<file path="config.mk">
export PLATFORM = sky130hd
export DESIGN_NAME = dtree_feeder
export DESIGN_NICKNAME = d
export VERILOG_FILES = /design/src/rtl/dtree_feeder.sv
export SDC_FILE = /design/constraint.sdc
export NUM_CORES = 1
export LEC_CHECK = 0
export BUFFER_PORTS_ARGS = -buffer_cell sky130_fd_sc_hd__buf_2
export CAP_MARGIN = 40
export CORE_UTILIZATION = 52
export CTS_BUF_LIST = sky130_fd_sc_hd__clkbuf_16
export DETAILED_ROUTE_END_ITERATION = 8
export PLACE_DENSITY = 0.79
export SLEW_MARGIN = 40
export SYNTH_ARGS = -nofsm -noshare
export SYNTH_HDL_FRONTEND = slang
export SYNTH_SLANG_ARGS = --single-unit
export TNS_END_PERCENT = 100
</file>
<file path="constraint.sdc">
create_clock -name clk -period 2.2 [get_ports clk]
set_clock_uncertainty 0.2 [all_clocks]
set_input_delay 0.22 -clock clk [delete_from_list [all_inputs] [get_ports clk]]
set_output_delay 0.22 -clock clk [all_outputs]
set_load 0.005 [all_outputs]
</file>
<file path="src/rtl/dtree_feeder.sv">
// dtree_feeder: holds one feature vector, streams it into the decision tree
// one feature per cycle, and returns the tree's tagged result downstream.
module dtree_feeder #(
  parameter int FEATURES  = 3,
  parameter int IN_WIDTH  = 10,
  parameter int TAG_WIDTH = 4,
  parameter int TIMEOUT   = 64,
  localparam int LW = (FEATURES > 1) ? $clog2(FEATURES) : 1
) (
  input  logic                         clk,
  input  logic                         reset,
  input  logic                         in_valid,
  output logic                         in_ready,
  input  logic [FEATURES*IN_WIDTH-1:0] in_features,
  input  logic                         tree_ready,
  output logic [IN_WIDTH-1:0]          sample,
  input  logic [LW-1:0]                tree_level,
  input  logic [LW-1:0]                tree_path,
  input  logic                         tree_out_valid,
  output logic                         res_valid,
  input  logic                         res_ready,
  output logic [LW-1:0]                res_level,
  output logic [LW-1:0]                res_path,
  output logic [TAG_WIDTH-1:0]         res_tag,
  output logic                         timeout_err,
  output logic                         spurious_err
);

  localparam int WW = (TIMEOUT > 2) ? $clog2(TIMEOUT) : 1;
  localparam logic [LW-1:0] LAST_IDX = LW'(FEATURES - 1);
  localparam logic [WW-1:0] WD_LAST  = WW'(TIMEOUT - 1);

  typedef enum logic [1:0] {S_IDLE, S_LOADED, S_SEND, S_WAIT} state_t;

  state_t                        state_q, state_d;
  logic [LW-1:0]                 idx_q, idx_d;
  logic [TAG_WIDTH-1:0]          tag_q, tag_d;
  logic [FEATURES*IN_WIDTH-1:0]  vec_q, vec_d;
  logic                          res_valid_q, res_valid_d;
  logic [LW-1:0]                 res_level_q, res_level_d;
  logic [LW-1:0]                 res_path_q, res_path_d;
  logic [TAG_WIDTH-1:0]          res_tag_q, res_tag_d;
  logic [WW-1:0]                 wd_q, wd_d;
  logic                          timeout_err_q, timeout_err_d;
  logic                          spurious_err_q, spurious_err_d;

  // Feature mux: sample always shows the held feature selected by idx.
  always_comb begin
    sample = '0;
    for (int k = 0; k < FEATURES; k++)
      if (idx_q == LW'(k)) sample = vec_q[k*IN_WIDTH +: IN_WIDTH];
  end

  assign in_ready     = (state_q == S_IDLE);
  assign res_valid    = res_valid_q;
  assign res_level    = res_level_q;
  assign res_path     = res_path_q;
  assign res_tag      = res_tag_q;
  assign timeout_err  = timeout_err_q;
  assign spurious_err = spurious_err_q;

  // Next-state: sequencing FSM, watchdog, result slot and sticky errors.
  always_comb begin
    state_d        = state_q;
    idx_d          = idx_q;
    tag_d          = tag_q;
    vec_d          = vec_q;
    res_valid_d    = res_valid_q;
    res_level_d    = res_level_q;
    res_path_d     = res_path_q;
    res_tag_d      = res_tag_q;
    wd_d           = wd_q;
    timeout_err_d  = timeout_err_q;
    spurious_err_d = spurious_err_q;

    // Drain first; a capture below can only happen when the slot is empty.
    if (res_valid_q && res_ready) res_valid_d = 1'b0;

    if (tree_out_valid && state_q != S_WAIT) spurious_err_d = 1'b1;

    unique case (state_q)
      S_IDLE: begin
        if (in_valid) begin
          vec_d   = in_features;
          tag_d   = tag_q + TAG_WIDTH'(1);
          idx_d   = '0;
          state_d = S_LOADED;
        end
      end
      S_LOADED: begin
        // Start is gated by the result slot so an unread result is never overwritten.
        if (tree_ready && !res_valid_q) begin
          if (FEATURES == 1) begin
            wd_d    = '0;
            state_d = S_WAIT;
          end else begin
            idx_d   = LW'(1);
            state_d = S_SEND;
          end
        end
      end
      S_SEND: begin
        if (idx_q == LAST_IDX) begin
          idx_d   = '0;
          wd_d    = '0;
          state_d = S_WAIT;
        end else begin
          idx_d = idx_q + LW'(1);
        end
      end
      S_WAIT: begin
        // An answer on the final watchdog cycle wins over the timeout.
        if (tree_out_valid) begin
          res_level_d = tree_level;
          res_path_d  = tree_path;
          res_tag_d   = tag_q;
          res_valid_d = 1'b1;
          state_d     = S_IDLE;
        end else if (wd_q == WD_LAST) begin
          timeout_err_d = 1'b1;
          state_d       = S_IDLE;
        end else begin
          wd_d = wd_q + WW'(1);
        end
      end
      default: state_d = S_IDLE;
    endcase
  end

  // State registers with synchronous reset.
  always_ff @(posedge clk) begin
    if (reset) begin
      state_q        <= S_IDLE;
      idx_q          <= '0;
      tag_q          <= '0;
      vec_q          <= '0;
      res_valid_q    <= 1'b0;
      res_level_q    <= '0;
      res_path_q     <= '0;
      res_tag_q      <= '0;
      wd_q           <= '0;
      timeout_err_q  <= 1'b0;
      spurious_err_q <= 1'b0;
    end else begin
      state_q        <= state_d;
      idx_q          <= idx_d;
      tag_q          <= tag_d;
      vec_q          <= vec_d;
      res_valid_q    <= res_valid_d;
      res_level_q    <= res_level_d;
      res_path_q     <= res_path_d;
      res_tag_q      <= res_tag_d;
      wd_q           <= wd_d;
      timeout_err_q  <= timeout_err_d;
      spurious_err_q <= spurious_err_d;
    end
  end

endmodule

</file>
==> results of run 1 <==
## through the flow
stage	hold WS (ps)	std cells
final	15.8	453
after global routing	51.8	453
after CTS	17.0	453
after detailed placement	246	410
after global placement	240	410
after floorplan	156	305
## per-layer routing
layer | track usage | part of all wire | wire [um] | vias to the layer above
met1 | 0.343 | 0.44 | 2830 | 1114
met2 | 0.426 | 0.48 | 3060 | 82
met5 | 0 | 0 | 0 | -
li1 | - | - | - | 1218
met3 | 0.0635 | 0.052 | 336 | 22
met4 | 0.118 | 0.027 | 171 | 0
## flip-flops by register name, indices dropped and copies added, names as in the netlist
| signal | flops |
|---|---|
| state_q | 2 |
| res_valid | 1 |
| res_path | 2 |
| vec_q | 30 |
| idx_q | 2 |
| res_tag | 4 |
| tag_q | 4 |
| spurious_err | 1 |
| timeout_err | 1 |
| wd_q | 6 |
| res_level | 2 |
## cells by family (layout without fill, tap and decap cells)
| group | Yosys count | count (layout) | share of synthesized area |
|---|---|---|---|
| AND/OR/NAND/NOR | 131 | 131 | 0.234 |
| AO/OA/AOI/OAI | 76 | 76 | 0.177 |
| flip-flops | 55 | 55 | 0.460 |
| buffers and inverters | 23 | 119 | 0.0402 |
| multiplexers | 10 | 10 | 0.0418 |
| adder cells (fa/ha/maj) | 7 | 7 | 0.0366 |
| XOR/XNOR | 3 | 3 | 0.0110 |
## critical path, delay by kind of cell, from the launching register on
family,cells,cell delay [ps]
AOI/OAI and AO/OA,3,780
adders and majority gates,1,310
DFF,1,400
and+or+nand+nor,1,240
## timing repair
| item | 4_1_cts | 5_1_grt |
|---|---|---|
| buffers inserted | 0 | 0 |
| hold buffers | 35 | 0 |
| hold endpoints to repair | 35 | 0 |
| endpoints found under the setup margin | 0 | 2 |
| gates resized for setup | 0 | 2 |
## worst paths after layout
kind	slack, ps	end	startpoint
max	190	wd_q[4]$_SDFFE_PP0P_	state_q[0]$_SDFFE_PP0P_
max reg2reg	190	wd_q[4]$_SDFFE_PP0P_	state_q[0]$_SDFFE_PP0P_
min	20	spurious_err$_SDFFE_PP0P_	tree_out_valid
min reg2reg	250	res_path[1]$_SDFFE_PP0P_	res_path[1]$_SDFFE_PP0P_
## power by group
group	total [mW]	switching (mW)	leakage, nW	internal (mW)
clock network	0.902	0.364	0.0818	0.538
registers	1.23	0.0929	0.449	1.14
logic	0.955	0.563	0.809	0.392
total	3.09	1.02	1.34	2.07
## final cells by class
class,instances,share of cell area
inverters,4,0.00455
well taps,52,0.0197
repair buffers,107,0.227
flip-flops and latches,55,0.334
clock buffers,5,0.0379
multi-input cells,227,0.364
clock inverters,3,0.0129
## placed cells by master, fill, tap and decap left out, types with 2 or more instances in the layout
master and count:
nor2b_1 3, buf_4 10, and2_1 3, nand3_1 3
nor3_1 3, a31oi_1 2, inv_1 4, and3_1 2
o21ai_0 11, nand2b_1 7, ha_1 6, o31ai_1 2
dfxtp_1 55, dlygate4sd3_1 35, nor2_1 9, nand4_1 2
mux2i_1 10, a311oi_1 2, nand2_1 94, clkbuf_16 5
xor2_1 2, buf_2 61, a21oi_1 49, a211oi_1 2
==> results.md, run 1 <==
* CP Max Fanout at 10
* Number of synthesis warnings at 0
* Seq. cell area at 1100 um^2
* Yosys reg bits at 55
* Critical path required time at 2200 ps
* Slew Viols, Final at 0
* I/O pin count at 62
* CP endpoint kind: register
* TritonCTS clock tree: yes
* Number of port buffers at 61
* Total GRT Usage at 0.267
* 1st-iter DRT viols at 167
* Initial core utilization at 0.546
* First-pass GRT wire length at 10.3 mm
* WHS Path Cells at 3
* Syn nets at ~350
* DRC at 0
* DP Worst Slack at 161 ps
* Synth Cell Area at 2390 um^2
* Vias at 2,436
* H-Tree Level Count at 2
* Layout cells sized above 1 at 0.204
* Overflow after GRT at 0
* Largest net degree at the start of global routing at 44
* Unrepaired setup endpoints after global routing: false
* CP max stage cell: dfxtp_1
* Syn Inst Count at 305
* Fmax at 497 MHz
* Setup_tns at 0 ps
* Cells on worst reg2reg path at 5
* DP Area at ~2800 um^2
* Slowest stage delay, CP at 400 ps
* Skew-Pair Late Insertion Delay at roughly 290 ps
* Leak Pwr at 1.34 nW
* Hold Path Class: primary input to register
* Number of enable flip-flop cells after synthesis at 0
* Final ANT Viol Nets at 0
* Clock Path Buffers at 2
* Area of the multi-input gates at 1200 um^2
* Layout Utilization at 0.753
* Via density at between 5 and 6
* Area leader, netlist: dfxtp_1
* Status: complete, no violations
* Max cap viols at 0
* Sequential fraction of the synthesis area at 0.460
* Post-Syn Area per Cell at between 7 and 8 um^2
* Die X-Extent at 69.9 um
* Root Buffer: clkbuf_16
* Fin crit period at 2010 ps
* Max VDD drop at ~0.6 mV
* Worst-margin pin slew at 590 ps
* Final Hold Fails at 0
* Per-cell routed wire length at 14.1 um
* Rows at 24
* Design area at roughly 3300 um^2
* Top cell type's share of synthesized area at 0.460
* CP cell instances: ha_2 > nor2b_1 > o21ai_1 > o31a_1 > a311oi_1
* Final setup vio count at 0
* Most frequent cell after synthesis: nand2_1
* Top cells by count, synth: 94 x nand2_1, 55 x dfxtp_1, 49 x a21oi_1, 15 x clkbuf_1, 11 x o21ai_0
* Clock-pin slew on the worst setup and hold paths at ~70 ps
* Netlist cell types at 38
* WP data arrival at 2020 ps
* P&R area growth vs syn at 37.8%
* Vias in the first global route at 2,282
* Async S/R FF share, synth at 0
* Die height at approximately 70 um
* Num CTS Buffers at 5
* Worst Setup Start Kind: register
* Post-Route WL at 6.40 mm
* CP Class: register to register
* Setup slack after layout at 187 ps
* ANT cells at 0
* Ranking of synthesized cells by area: dfxtp_1 46%, nand2_1 15%, a21oi_1 10%, mux2i_1 4.2%, ha_1 3.7%
* Slew headroom at 0.602
* Clock sink count at 55
* Fin crit share at 0.915
* Die ar. at a little under 5000 um^2
* Nets at between 400 and 500
* Drt first pass iters at 4
* Total Power at 3.09 mW
* Routability cong. at about 0.87
* Antenna violations before repair at 0
* Filler cell count at 301
* DPL Wire Length at 3.70 mm
* Power density cells at between 900 and 1000 nW/um^2
* Main synth FF type: dfxtp_1
* Core Region at 4380 um^2
No activity file was read; power rests on OpenSTA's default activity.
==> run 2, diff against run 1 <==
--- a/config.mk
+++ b/config.mk
@@ -7,10 +7,10 @@
 export LEC_CHECK = 0
 export BUFFER_PORTS_ARGS = -buffer_cell sky130_fd_sc_hd__buf_2
 export CAP_MARGIN = 40
-export CORE_UTILIZATION = 52
-export CTS_BUF_LIST = sky130_fd_sc_hd__clkbuf_16
+export CORE_UTILIZATION = 54
+export CTS_BUF_LIST = sky130_fd_sc_hd__clkbuf_2 sky130_fd_sc_hd__clkbuf_4 sky130_fd_sc_hd__clkbuf_8
 export DETAILED_ROUTE_END_ITERATION = 8
-export PLACE_DENSITY = 0.79
+export PLACE_DENSITY = 0.81
 export SLEW_MARGIN = 40
 export SYNTH_ARGS = -nofsm -noshare
 export SYNTH_HDL_FRONTEND = slang
==> results.md, run 2 (synthesized netlist as in run 1, its figures left out) <==
* CP Max Fanout at 10
* Final setup vio count at 0
* DP Worst Slack at between 100 and 150 ps
* Critical path required time at 2210 ps
* Fmax at between 400 and 500 MHz
* Final ANT Viol Nets at 0
* Status: complete, no violations
* Routability cong. at 0.904
* Layout cells sized above 1 at 0.206
* Setup_tns at 0 ps
* Die ar. at 4710 um^2
* RR Endpoint: wd_q[4]$_SDFFE_PP0P_
* H-Tree Level Count at 2
* Fin crit share at 0.942
* Cells on worst reg2reg path at 5
* WHS Path Cells at 3
* Setup slack after layout at 128 ps
* Max VDD drop at between 0.7 and 0.8 mV
* Worst hold margin at approximately 13 ps
* Slowest stage delay, CP at 400 ps
* M3 GR Usage at 0.0526
* Clock Path Buffers at 2
* CP cell instances: ha_2 > nor2b_1 > o21ai_1 > o31a_1 > a311oi_1
* GRT busiest layer: met2
* Vias at 2,361
* Core Region at about 4100 um^2
* Via density at 5.27
* Hold Path Class: primary input to register
* Rows at 23
* Final std cells w/o fill at between 400 and 500
* Antenna violations before repair at 0
* Inst Count DP at 405
* Worst Setup Start Kind: register
* Final Hold Fails at 0
* CP max stage cell: dfxtp_1
* Die height at between 60 and 70 um
* Skew-Pair Late Insertion Delay at 310 ps
* I/O pin count at 62
* WP data arrival at approximately 2100 ps
* Worst-margin pin slew at 520 ps
* Total GRT Usage at 0.281
* DRC at 0
* Most flop-heavy register: vec_q
* P&R area growth vs syn at 34.7%
* First-pass GRT wire length at 9.67 mm
* Worst Path Buf+Inv at 0
* R2r setup slk at 130 ps
* Largest regs: vec_q x30, wd_q x6
* Filler cell count at 301
* Clock-pin slew on the worst setup and hold paths at ~100 ps
* Die X-Extent at 68.6 um
* 1st-iter DRT viols at 161
* Vias in the first global route at around 2,100
* CP endpoint kind: register
* Commonest cells after routing, fill and taps aside: 94 x nand2_1, 61 x buf_2, 54 x dfxtp_1
* Grt met2 use at 0.452
* M1 GR Usage at 0.368
* Initial core utilization at 0.582
* DPL Wire Length at between 3 and 4 mm
* Overflow after GRT at 0
* CP Class: register to register
* TritonCTS clock tree: yes
* Fin crit period at 2070 ps
* Hold EP: spurious_err$_SDFFE_PP0P_
* Power density cells at 867 nW/um^2
* ANT cells at 0
* CP top delay family: compound AO/OA/AOI/OAI gates
* Max cap viols at 0
* Slew Viols, Final at 0
* Max FFs per register at 30
* Num CTS Buffers at 5
* Per-cell routed wire length at 13.8 um
* Number of port buffers at 61
* Largest net degree at the start of global routing at 41
* Min-delay src: tree_out_valid
* Most common cell after layout, fill and taps aside: nand2_1
* Post-Route WL at between 6 and 7 mm
* RR Startpoint: state_q[0]$_SDFFE_PP0P_
* Drt first pass iters at 5
* Nets at between 400 and 500
* Root Buffer: clkbuf_8
* Clock sink count at 55
* Slew headroom at 0.651
* Total Power at 2.80 mW
* Unrepaired setup endpoints after global routing: false
* Leak Pwr at 1.30 nW
run 2: metrics by stage:
step | utilization | cell area (um^2)
after floorplan | - | 2390
after global placement | 0.672 | 2770
after detailed placement | 0.672 | 2770
after CTS | 0.781 | 3220
after global routing | 0.784 | 3230
final | 0.784 | 3230
run 2: what timing repair did:
action,in CTS,in global routing
hold endpoints to repair,35,0
buffers inserted,0,0
hold buffers,35,0
endpoints found under the setup margin,0,11
gates resized for setup,0,5
run 2: routing by layer:
metal  share of wire  vias to the layer above
met1            0.44                     1070
met5               0                        -
met2            0.49                       71
li1                -                     1208
met3           0.055                       12
met4           0.020                        0
run 2: area by class of cell:
class                      instances  area (um^2)  area share
timing repair buffer             104          741       0.230
sequential                        55         1100       0.342
multi-input combinational        227         1210       0.374
clock buffer                       7         90.1      0.0279
clock inverter                     1         8.76     0.00272
inverter                           4         15.0     0.00465
tap                               50         62.6      0.0194
run 2: how the worst max path moves through the flow:
stage,startpoint,endpoint,slack [ps],cells past startpoint
after global routing,state_q[0]$_SDFFE_PP0P_,wd_q[4]$_SDFFE_PP0P_,5,5
final,state_q[0]$_SDFFE_PP0P_,wd_q[4]$_SDFFE_PP0P_,130,5
after floorplan,state_q[0]$_SDFFE_PP0P_,wd_q[1]$_SDFFE_PP0P_,340,6
after global placement,state_q[0]$_SDFFE_PP0P_,wd_q[4]$_SDFFE_PP0P_,230,5
after detailed placement,state_q[0]$_SDFFE_PP0P_,wd_q[4]$_SDFFE_PP0P_,130,5
after CTS,state_q[0]$_SDFFE_PP0P_,wd_q[4]$_SDFFE_PP0P_,100,5
run 2: worst register-to-register path, stage by stage, from the launching register on:
cell	delay, ps
dfxtp_1	400
ha_2	320
nor2b_1	230
o21ai_1	230
o31a_1	340
a311oi_1	260
run 2: report_power, final:
group | total [mW] | switching (mW) | internal [mW]
logic | 0.953 | 0.547 | 0.405
registers | 1.24 | 0.103 | 1.14
clock network | 0.600 | 0.329 | 0.271
==> run 3, diff against run 2 <==
==> constraint.sdc (replaced) <==
create_clock -name clk -period 2.2 [get_ports clk]
set_clock_uncertainty 0.2 [all_clocks]
set_input_delay 0.11 -clock clk [delete_from_list [all_inputs] [get_ports clk]]
set_output_delay 0.11 -clock clk [all_outputs]
set_load 0.005 [all_outputs]
==> results.md, run 3 (synthesized netlist as in run 1, its figures left out) <==
* Largest regs: vec_q x30, wd_q x6
* H-Tree Level Count at 2
* Die ar. at ~4700 um^2
* Core Region at slightly above 4000 um^2
* Initial core utilization at 0.582
* Unrepaired setup endpoints after global routing: false
* Post-Route WL at 6.03 mm
* Most flop-heavy register: vec_q
* Per-cell routed wire length at 13.5 um
* Setup bufs post-CTS at 0
* Clock-pin slew on the worst setup and hold paths at 100 ps
* Seq. cell area at 1100 um^2
* Total GRT Usage at 0.275
* I/O pin count at 62
* Worst Path Buf+Inv at 0
* CP endpoint kind: register
* Die height at just under 70 um
* P&R area growth vs syn at 34.0%
* TritonCTS clock tree: yes
* Area of the multi-input gates at 1200 um^2
* DPL Wire Length at 3.80 mm
* Power density cells at 849 nW/um^2
* Clock Path Buffers at 2
* Overflow after GRT at 0
* Fmax at 483 MHz
* CP cell instances: ha_1 > nor2b_1 > o21ai_1 > o31a_1 > a311oi_1
* CP top delay family: compound AO/OA/AOI/OAI gates
* Via density at 5.33
* Critical path required time at between 2000 and 2500 ps
* Final Hold Fails at 0
* Worst Setup Start Kind: register
* 1st-iter DRT viols at about 170
* Fin crit period at just over 2000 ps
* Slowest stage delay, CP at 390 ps
* Leak Pwr at 1.30 nW
* Nets at about 440
* Status: complete, no violations
* DP Area at 2760 um^2
* First-pass GRT wire length at ~9.6 mm
* Clock sink count at 55
* Setup_tns at 0 ps
* WP data arrival at 2100 ps
* CP max stage cell: dfxtp_1
* Slew Viols, Final at 0
* Rows at 23
* Final ANT Viol Nets at 0
* Max FFs per register at 30
* DRC at 0
* Most common cell after layout, fill and taps aside: nand2_1
* CP Max Fanout at 10
* Skew-Pair Late Insertion Delay at a little over 300 ps
* Max cap viols at 0
* Filler cell count at 287
* Worst-margin pin slew at around 670 ps
* Drt first pass iters at 4
* CP Class: register to register
* Largest net degree at the start of global routing at 32
* Design area at 3210 um^2
* Root Buffer: clkbuf_8
* Slew headroom at 0.551
* Antenna violations before repair at 0
* Hold Path Class: primary input to register
* Die X-Extent at 68.6 um
* Commonest cells after routing, fill and taps aside: 94 x nand2_1, 61 x buf_2, 55 x dfxtp_1
* Num CTS Buffers at 5
* Layout cells sized above 1 at 0.198
* Final setup vio count at 0
* Routability cong. at just over 0.8
* ANT cells at 0
* Vias in the first global route at 2,262
* Fin crit share at 0.942
* Max VDD drop at roughly 0.56 mV
* Vias at 2,390
* Number of port buffers at 61
[run 3: final timing paths]
check	start	endpoint	slack, ps	depth (start not counted)
setup / recovery	state_q[0]$_SDFFE_PP0P_	wd_q[4]$_SDFFE_PP0P_	130	5
hold / removal	reset	timeout_err$_SDFFE_PP0P_	60	2
setup reg to reg	state_q[0]$_SDFFE_PP0P_	wd_q[4]$_SDFFE_PP0P_	130	5
hold reg to reg	res_level[1]$_SDFFE_PP0P_	res_level[1]$_SDFFE_PP0P_	260	2
[run 3: metal layers]
layer,vias up,track usage,wire (um)
met2,71,0.463,2990
li1,1209,-,-
met5,-,0,0
met3,13,0.0510,256
met1,1097,0.343,2660
met4,0,0.112,127
[run 3: timing repair]
action | in CTS | in global routing
hold endpoints to repair | 36 | 0
gates resized for setup | 0 | 1
setup endpoints to repair | 0 | 10
hold buffers | 36 | 0
[run 3: worst reg2reg max path, stage by stage, from the launching register on]
cell and delay (ps):
dfxtp_1 390, ha_1 390, nor2b_1 260, o21ai_1 220
o31a_1 320, a311oi_1 220
[run 3: metrics by stage]
| step | setup slack [ps] | utilization | hold slack (ps) | total power [mW] | instances |
|---|---|---|---|---|---|
| 6_report | 128 | 0.780 | 61.9 | 2.73 | 448 |
| 5_1_grt | 10.6 | 0.780 | 99.7 | 2.90 | 448 |
| 4_1_cts | 98.5 | 0.779 | 62.5 | 2.72 | 448 |
| 2_1_floorplan | 340 | - | 46.0 | 1.84 | 305 |
| 3_3_place_gp | 222 | 0.670 | 150 | 2.09 | 404 |
| 3_5_place_dp | 159 | 0.670 | 156 | 2.12 | 404 |
[run 3: final cells by class]
type / count / share of cell area
multi-input cells: 227 / 0.374
clock inverters: 3 / 0.00585
well taps: 50 / 0.0195
flip-flops and latches: 55 / 0.343
inverters: 4 / 0.00468
clock buffers: 5 / 0.0214
repair buffers: 104 / 0.232
[run 3: power breakdown]
| part | total, mW | leakage (nW) | switching, mW | internal [mW] |
|---|---|---|---|---|
| clock network | 0.547 | 0.0483 | 0.323 | 0.225 |
| registers | 1.24 | 0.449 | 0.0976 | 1.14 |
| logic | 0.940 | 0.799 | 0.551 | 0.389 |
| total | 2.73 | 1.30 | 0.971 | 1.75 |
